--- config.mk ---
export PLATFORM = sky130hd
export DESIGN_NAME = mult_seq_core_flat
export DESIGN_NICKNAME = d
export VERILOG_FILES = /design/src/rtl/mult_seq_if.sv /design/src/rtl/mult_seq_core.sv /design/src/flat_wrapper.sv
export SDC_FILE = /design/constraint.sdc
export NUM_CORES = 1
export LEC_CHECK = 0
export BUFFER_PORTS_ARGS = -buffer_cell sky130_fd_sc_hd__buf_2
export CORE_AREA = 2 2 127 141
export DETAILED_ROUTE_END_ITERATION = 7
export DIE_AREA = 0 0 129 143
export GPL_TIMING_DRIVEN = 0
export PLACE_DENSITY = 0.65
export SYNTH_ARGS = -nofsm -noshare
export SYNTH_HDL_FRONTEND = slang
export SYNTH_SLANG_ARGS = --single-unit
--- constraint.sdc ---
create_clock -name clk -period 4.9 [get_ports clk]
set_input_delay 0 -clock clk [delete_from_list [all_inputs] [get_ports clk]]
set_output_delay 0 -clock clk [all_outputs]
set_load 0.01 [all_outputs]
--- src/rtl/mult_seq_if.sv ---
// Operand/result bundle for the sequential signed multiplier.
// The initiator drives the operand signals; the core drives ack, the result signals and dbg_state.
interface mult_seq_if #(
  parameter int DATA_W = 16
);
  // req/ack: the initiator holds req high with stable operands and parity.
  // The core samples them on one rising edge while idle and answers with a single-cycle ack.
  // result_rdy is a single-cycle pulse marking result, result_parity and arg_parity_error as valid.
  logic                  req;
  logic [DATA_W-1:0]     arg_a;
  logic                  arg_a_parity;
  logic [DATA_W-1:0]     arg_b;
  logic                  arg_b_parity;
  logic                  ack;
  logic [2*DATA_W-1:0]   result;
  logic                  result_parity;
  logic                  result_rdy;
  logic                  arg_parity_error;
  logic [1:0]            dbg_state;

  modport master (
    output req, arg_a, arg_a_parity, arg_b, arg_b_parity,
    input  ack, result, result_parity, result_rdy, arg_parity_error, dbg_state
  );

  modport slave (
    input  req, arg_a, arg_a_parity, arg_b, arg_b_parity,
    output ack, result, result_parity, result_rdy, arg_parity_error, dbg_state
  );
endinterface

--- src/rtl/mult_seq_core.sv ---
// Sequential signed multiplier with parity-checked operands.
// The datapath is a radix-2 shift-add over operand magnitudes, with the sign applied at the end.
module mult_seq_core #(
  parameter int DATA_W = 16,
  parameter int CNT_W  = 5
) (
  input  logic           clk,
  input  logic           rst_n,
  mult_seq_if.slave      bus
);

  typedef enum logic [1:0] {
    IDLE = 2'd0,
    CALC = 2'd1,
    ERR  = 2'd2,
    DONE = 2'd3
  } state_t;

  localparam logic [CNT_W-1:0] LAST_ITER = CNT_W'(DATA_W - 1);

  state_t               state, state_next;
  logic                 capture_en, iter_en, done_en, err_en;
  logic                 par_ok;

  logic                 sign_q;
  logic [2*DATA_W-1:0]  mcand;
  logic [DATA_W:0]      mplier;
  logic [2*DATA_W-1:0]  acc;
  logic [CNT_W-1:0]     count;

  logic [DATA_W:0]      a_ext, b_ext, a_mag, b_mag;
  logic [2*DATA_W-1:0]  signed_prod;

  logic                 ack_q, result_rdy_q, result_parity_q, arg_parity_error_q;
  logic [2*DATA_W-1:0]  result_q;

  // One extra bit so that the magnitude of the most negative operand is representable.
  assign a_ext = {bus.arg_a[DATA_W-1], bus.arg_a};
  assign b_ext = {bus.arg_b[DATA_W-1], bus.arg_b};
  assign a_mag = a_ext[DATA_W] ? (~a_ext + (DATA_W+1)'(1)) : a_ext;
  assign b_mag = b_ext[DATA_W] ? (~b_ext + (DATA_W+1)'(1)) : b_ext;

  assign par_ok = (bus.arg_a_parity == ^bus.arg_a) && (bus.arg_b_parity == ^bus.arg_b);

  assign signed_prod = sign_q ? (~acc + (2*DATA_W)'(1)) : acc;

  always_ff @(posedge clk or negedge rst_n) begin
    if (!rst_n) begin
      state <= IDLE;
    end else begin
      state <= state_next;
    end
  end

  always_comb begin
    state_next = state;
    capture_en = 1'b0;
    iter_en    = 1'b0;
    done_en    = 1'b0;
    err_en     = 1'b0;
    case (state)
      IDLE: begin
        if (bus.req) begin
          capture_en = 1'b1;
          state_next = par_ok ? CALC : ERR;
        end
      end
      CALC: begin
        iter_en = 1'b1;
        if (count == LAST_ITER) begin
          state_next = DONE;
        end
      end
      DONE: begin
        done_en    = 1'b1;
        state_next = IDLE;
      end
      ERR: begin
        err_en     = 1'b1;
        state_next = IDLE;
      end
      default: state_next = IDLE;
    endcase
  end

  always_ff @(posedge clk or negedge rst_n) begin
    if (!rst_n) begin
      sign_q             <= 1'b0;
      mcand              <= '0;
      mplier             <= '0;
      acc                <= '0;
      count              <= '0;
      ack_q              <= 1'b0;
      result_rdy_q       <= 1'b0;
      result_q           <= '0;
      result_parity_q    <= 1'b0;
      arg_parity_error_q <= 1'b0;
    end else begin
      ack_q        <= capture_en;
      result_rdy_q <= done_en | err_en;

      if (capture_en) begin
        sign_q <= bus.arg_a[DATA_W-1] ^ bus.arg_b[DATA_W-1];
        mcand  <= {{(DATA_W-1){1'b0}}, a_mag};
        mplier <= b_mag;
        acc    <= '0;
        count  <= '0;
      end

      if (iter_en) begin
        if (mplier[0]) begin
          acc <= acc + mcand;
        end
        mcand  <= mcand << 1;
        mplier <= mplier >> 1;
        count  <= count + CNT_W'(1);
      end

      if (done_en) begin
        result_q           <= signed_prod;
        result_parity_q    <= ^signed_prod;
        arg_parity_error_q <= 1'b0;
      end

      if (err_en) begin
        result_q           <= '0;
        result_parity_q    <= 1'b0;
        arg_parity_error_q <= 1'b1;
      end
    end
  end

  assign bus.ack              = ack_q;
  assign bus.result_rdy       = result_rdy_q;
  assign bus.result           = result_q;
  assign bus.result_parity    = result_parity_q;
  assign bus.arg_parity_error = arg_parity_error_q;
  assign bus.dbg_state        = state;

endmodule

--- src/flat_wrapper.sv ---
// flat-port wrapper written by rule: the top's interface ports become plain ports
module mult_seq_core_flat 
#(
  parameter int DATA_W = 16,
  parameter int CNT_W  = 5
)
  (clk, rst_n, bus_req, bus_arg_a, bus_arg_a_parity, bus_arg_b, bus_arg_b_parity, bus_ack, bus_result, bus_result_parity, bus_result_rdy, bus_arg_parity_error, bus_dbg_state);
  mult_seq_if #(.DATA_W(DATA_W)) bus_i ();
  input  logic clk;
  input  logic rst_n;
  input wire logic [$bits(bus_i.req)-1:0] bus_req;
  input wire logic [$bits(bus_i.arg_a)-1:0] bus_arg_a;
  input wire logic [$bits(bus_i.arg_a_parity)-1:0] bus_arg_a_parity;
  input wire logic [$bits(bus_i.arg_b)-1:0] bus_arg_b;
  input wire logic [$bits(bus_i.arg_b_parity)-1:0] bus_arg_b_parity;
  output wire logic [$bits(bus_i.ack)-1:0] bus_ack;
  output wire logic [$bits(bus_i.result)-1:0] bus_result;
  output wire logic [$bits(bus_i.result_parity)-1:0] bus_result_parity;
  output wire logic [$bits(bus_i.result_rdy)-1:0] bus_result_rdy;
  output wire logic [$bits(bus_i.arg_parity_error)-1:0] bus_arg_parity_error;
  output wire logic [$bits(bus_i.dbg_state)-1:0] bus_dbg_state;
  assign bus_i.req = bus_req;
  assign bus_i.arg_a = bus_arg_a;
  assign bus_i.arg_a_parity = bus_arg_a_parity;
  assign bus_i.arg_b = bus_arg_b;
  assign bus_i.arg_b_parity = bus_arg_b_parity;
  assign bus_ack = bus_i.ack;
  assign bus_result = bus_i.result;
  assign bus_result_parity = bus_i.result_parity;
  assign bus_result_rdy = bus_i.result_rdy;
  assign bus_arg_parity_error = bus_i.arg_parity_error;
  assign bus_dbg_state = bus_i.dbg_state;
  mult_seq_core #(.DATA_W(DATA_W), .CNT_W(CNT_W)) u_core (.clk(clk), .rst_n(rst_n), .bus(bus_i));
endmodule
==> flow_metrics.py <==
metrics = {
    "pwr": {
        "p_per_area_nw_per_um2": 698,
        "p_leak_nw": 4.64,
        "vdd_ir_drop_max_uv": 541,
    },
    "critical_path": {
        "r2r_end": "u_core.acc[28]$_DFF_PN0_",
        "path_max_fanout": 7,
        "worst_r2r_startpoint": "u_core.acc[0]$_DFF_PN0_",
        "reg2reg_depth": 12,
        "cp_num_buf_inv": 0,
        "path_delay_family": "compound AO/OA/AOI/OAI gates",
        "cp.required_ns": 5.21,
        "crit_chain": "ha_1 > fa_1 > a21o_1 > a21oi_1 > o21bai_1 > a2111oi_0 > nor2_1 > a211o_1 > a221oi_1 > a21oi_1 > or3_1 > a32o_1",
        "critPathKind": "flip-flop to flip-flop",
        "slowest_stage": "a2111oi_0",
        "startpoint_type": "flip-flop",
        "worstPathArrival_ns": 4.65,
        "end_kind": "flip-flop",
        "r2r_setup_slack_ns": 0.55,
        "crit_top_cell": "a21oi_1",
        "slowest_delay_ns": 0.60,
    },
    "layout": {
        "syn2layout_area_growth_pct": 18.1,
        "fillers": 1559,
        "regArea_um2": 3130,
        "fin_nets": 1120,
        "stdcell_area_um2": 9890,
        "fin_cells": 1279,
        "finish.utilization_pct": 58.3,
        "multi_input_area_um2": 4860,
        "antenna_cells": 0,
        "drive_gt1_share_pct": 11.9,
    },
    "place": {
        "pre_cts_ws_ns": 0.552,
        "globalplace.congestion": 0.897,
        "dp_cells": 1226,
        "placed_cell_area_um2": 9070,
        "post-dp-hpwl_um": 16100,
        "port_buffers": 74,
    },
    "grt": {
        "grt_usage_pct": 24.0,
        "grt_max_degree": 93,
        "grt_pass1_wl_um": 34300,
        "gr-total-overflow": 0,
        "first_global_vias": 6764,
        "antenna_found_initial": 0,
    },
    "timing": {
        "finalWorstSetupSlack_ns": 0.554,
        "tns_ns": 0,
        "rsz0062_at_grt": "no",
        "worst_slew_pin_slew_ns": 0.757,
        "min_period_ns": 4.35,
        "fin_skew_ns": 0.00991,
        "relSlewSlack_pct": 49.5,
        "setup_viol": 0,
        "slew_violations": 0,
        "fin_crit_sh_pct": 88.7,
        "hold_viol": 0,
        "clock.fmax_mhz": 230,
    },
    "synth": {
        "synth_top_area_share_pct": 37.4,
        "yosysTopAreaCell": "dfrtp_1",
        "synth_flop_cell": "dfrtp_1",
        "synth_seq_area_share_pct": 37.4,
        "synth_nets": 1005,
        "synth-seq-cells": 125,
        "yosys_warnings": 0,
        "syn_area_um2": 8370,
        "synthArstFlopShare_pct": 100,
        "yosysUniqueCellTypes": 61,
        "syn_inst": 917,
        "synth_area_leaders": "dfrtp_1 37%, xnor2_1 8.7%, ha_1 7.5%",
        "synth-edff-count": 0,
        "synth.avg_cell_area_um2": 9.13,
    },
    "clocking": {
        "cts_buffers": 17,
        "clock-sinks": 125,
        "cts_buffer_depth": 2,
        "clockRootBuffer": "clkbuf_16",
        "cts_max_level": 4,
        "cts.reportedPaths.clkPinSlew_ns": 0.06,
        "hold_buffers": 21,
        "cts_tree": "yes",
        "cts_resized": 0,
        "clk-insertion-delay-late_ns": 0.43,
        "post_cts_buffers": 0,
    },
    "routing": {
        "wirelength_um": 20800,
        "vias": 7043,
        "wl_per_cell_um": 16.2,
        "ant_nets": 0,
        "firstDrtPassIters": 4,
        "drcViolationCount": 0,
        "drtIter0Drc": 491,
        "vias_per_cell": 5.51,
    },
    "hold_path": {
        "hold_class": "primary input to async pin",
    },
    "flow_run": {
        "maxCapViolations": 0,
    },
    "die": {
        "start_util_pct": 49.4,
        "die_area_um2": 18400,
        "rows": 50,
        "io_pins": 75,
        "fp.dieH_um": 143,
        "fp.dieW_um": 129,
        "coreArea_um2": 17000,
    },
    "run_status": {
        "status": "finished clean",
    },
}
[cell usage after synthesis (all sizes together), types with 25 or more instances]
| cell | number |
|---|---|
| dfrtp | 125 |
| nand2 | 94 |
| xnor2 | 84 |
| o21ai | 70 |
| clkbuf | 51 |
| xor2 | 51 |
| a21oi | 50 |
| ha | 50 |
| inv | 47 |
| o22ai | 36 |
| o2bb2ai | 31 |
| nor2 | 25 |
[stage by stage]
stage,total power [mW],hold slack (ns)
after floorplan,4.68,-0.296
after global placement,5.53,0.215
after detailed placement,5.59,-0.0954
after CTS,6.92,0.00119
after global routing,7.43,0.0309
final,6.91,0.0168
[registers in the layout (all words and copies together) (netlist names), 2 cells and up]
signal and flops:
u_core.acc 32, u_core.bus.result 32, u_core.mcand 32, u_core.mplier 17, u_core.count 5, u_core.bus.dbg_state 2
[worst register-to-register path: cells and delay by family, from the launching register on]
kind                       cells  cell delay (ns)
AOI/OAI and AO/OA              8             2.43
and+or+nand+nor                2             0.55
DFF                            1             0.50
adders and majority gates      2             0.74
[per-layer routing]
layer  vias to the layer above  global-route usage (%)  wire length, µm
met1                      3301                    30.6             9510
met5                         -                       0                0
met4                         0                    7.78              429
met3                        28                    4.27              820
met2                       160                    41.1            10000
li1                       3554                       -                -
[final cells by class]
class,count,area share (%)
plain buffers,55,2.10
clock buffers,21,4.76
clock inverters,11,1.42
inverters,47,1.78
multi-input cells,690,49.1
flip-flops and latches,125,31.6
well taps,234,2.96
repair buffers,96,6.21
[where the power goes]
| part | switching (mW) | internal (mW) |
|---|---|---|
| registers | 0.299 | 1.34 |
| logic | 2.29 | 1.68 |
| clock network | 0.457 | 0.835 |
| total | 3.04 | 3.86 |
[logic make-up (layout without fill, tap and decap cells)]
family                     count (synthesis)  in the layout  share of synthesized area (%)
AOI/OAI and AO/OA                        291            291                           23.3
and+or+nand+nor                          211            211                           12.4
xor gates and xnor gates                 135            135                           14.4
DFF                                      125            125                           37.4
buffers and inverters                    102            230                           4.59
adders and majority gates                 51             51                           7.71
muxes                                      2              2                          0.254
[worst max path at each step]
stage                                  from                  endpoint  slack, ns  cells past startpoint
finish              u_core.acc[0]$_DFF_PN0_  u_core.acc[28]$_DFF_PN0_       0.55                     12
global route        u_core.acc[0]$_DFF_PN0_  u_core.acc[28]$_DFF_PN0_       0.24                     12
CTS                 u_core.acc[0]$_DFF_PN0_  u_core.acc[28]$_DFF_PN0_       0.53                     12
detailed placement  u_core.acc[0]$_DFF_PN0_  u_core.acc[28]$_DFF_PN0_       0.55                     12
global placement    u_core.acc[0]$_DFF_PN0_  u_core.acc[28]$_DFF_PN0_       0.54                     12
floorplan           u_core.acc[0]$_DFF_PN0_  u_core.acc[28]$_DFF_PN0_       1.25                     12
[layout by cell type, fill, tap and decap left out, types with 21 or more instances in the layout]
master / Yosys / final
nor2_1: 25 / 25
dlygate4sd3_1: 0 / 21
nand2_1: 94 / 94
inv_1: 47 / 47
ha_1: 50 / 50
o21ai_0: 69 / 69
dfrtp_1: 125 / 125
o2bb2ai_1: 31 / 31
a21oi_1: 50 / 50
xnor2_1: 83 / 83
o22ai_1: 36 / 36
xor2_1: 49 / 49
buf_2: 1 / 74
clkbuf_1: 51 / 52
(Power assumes the default switching activity.)
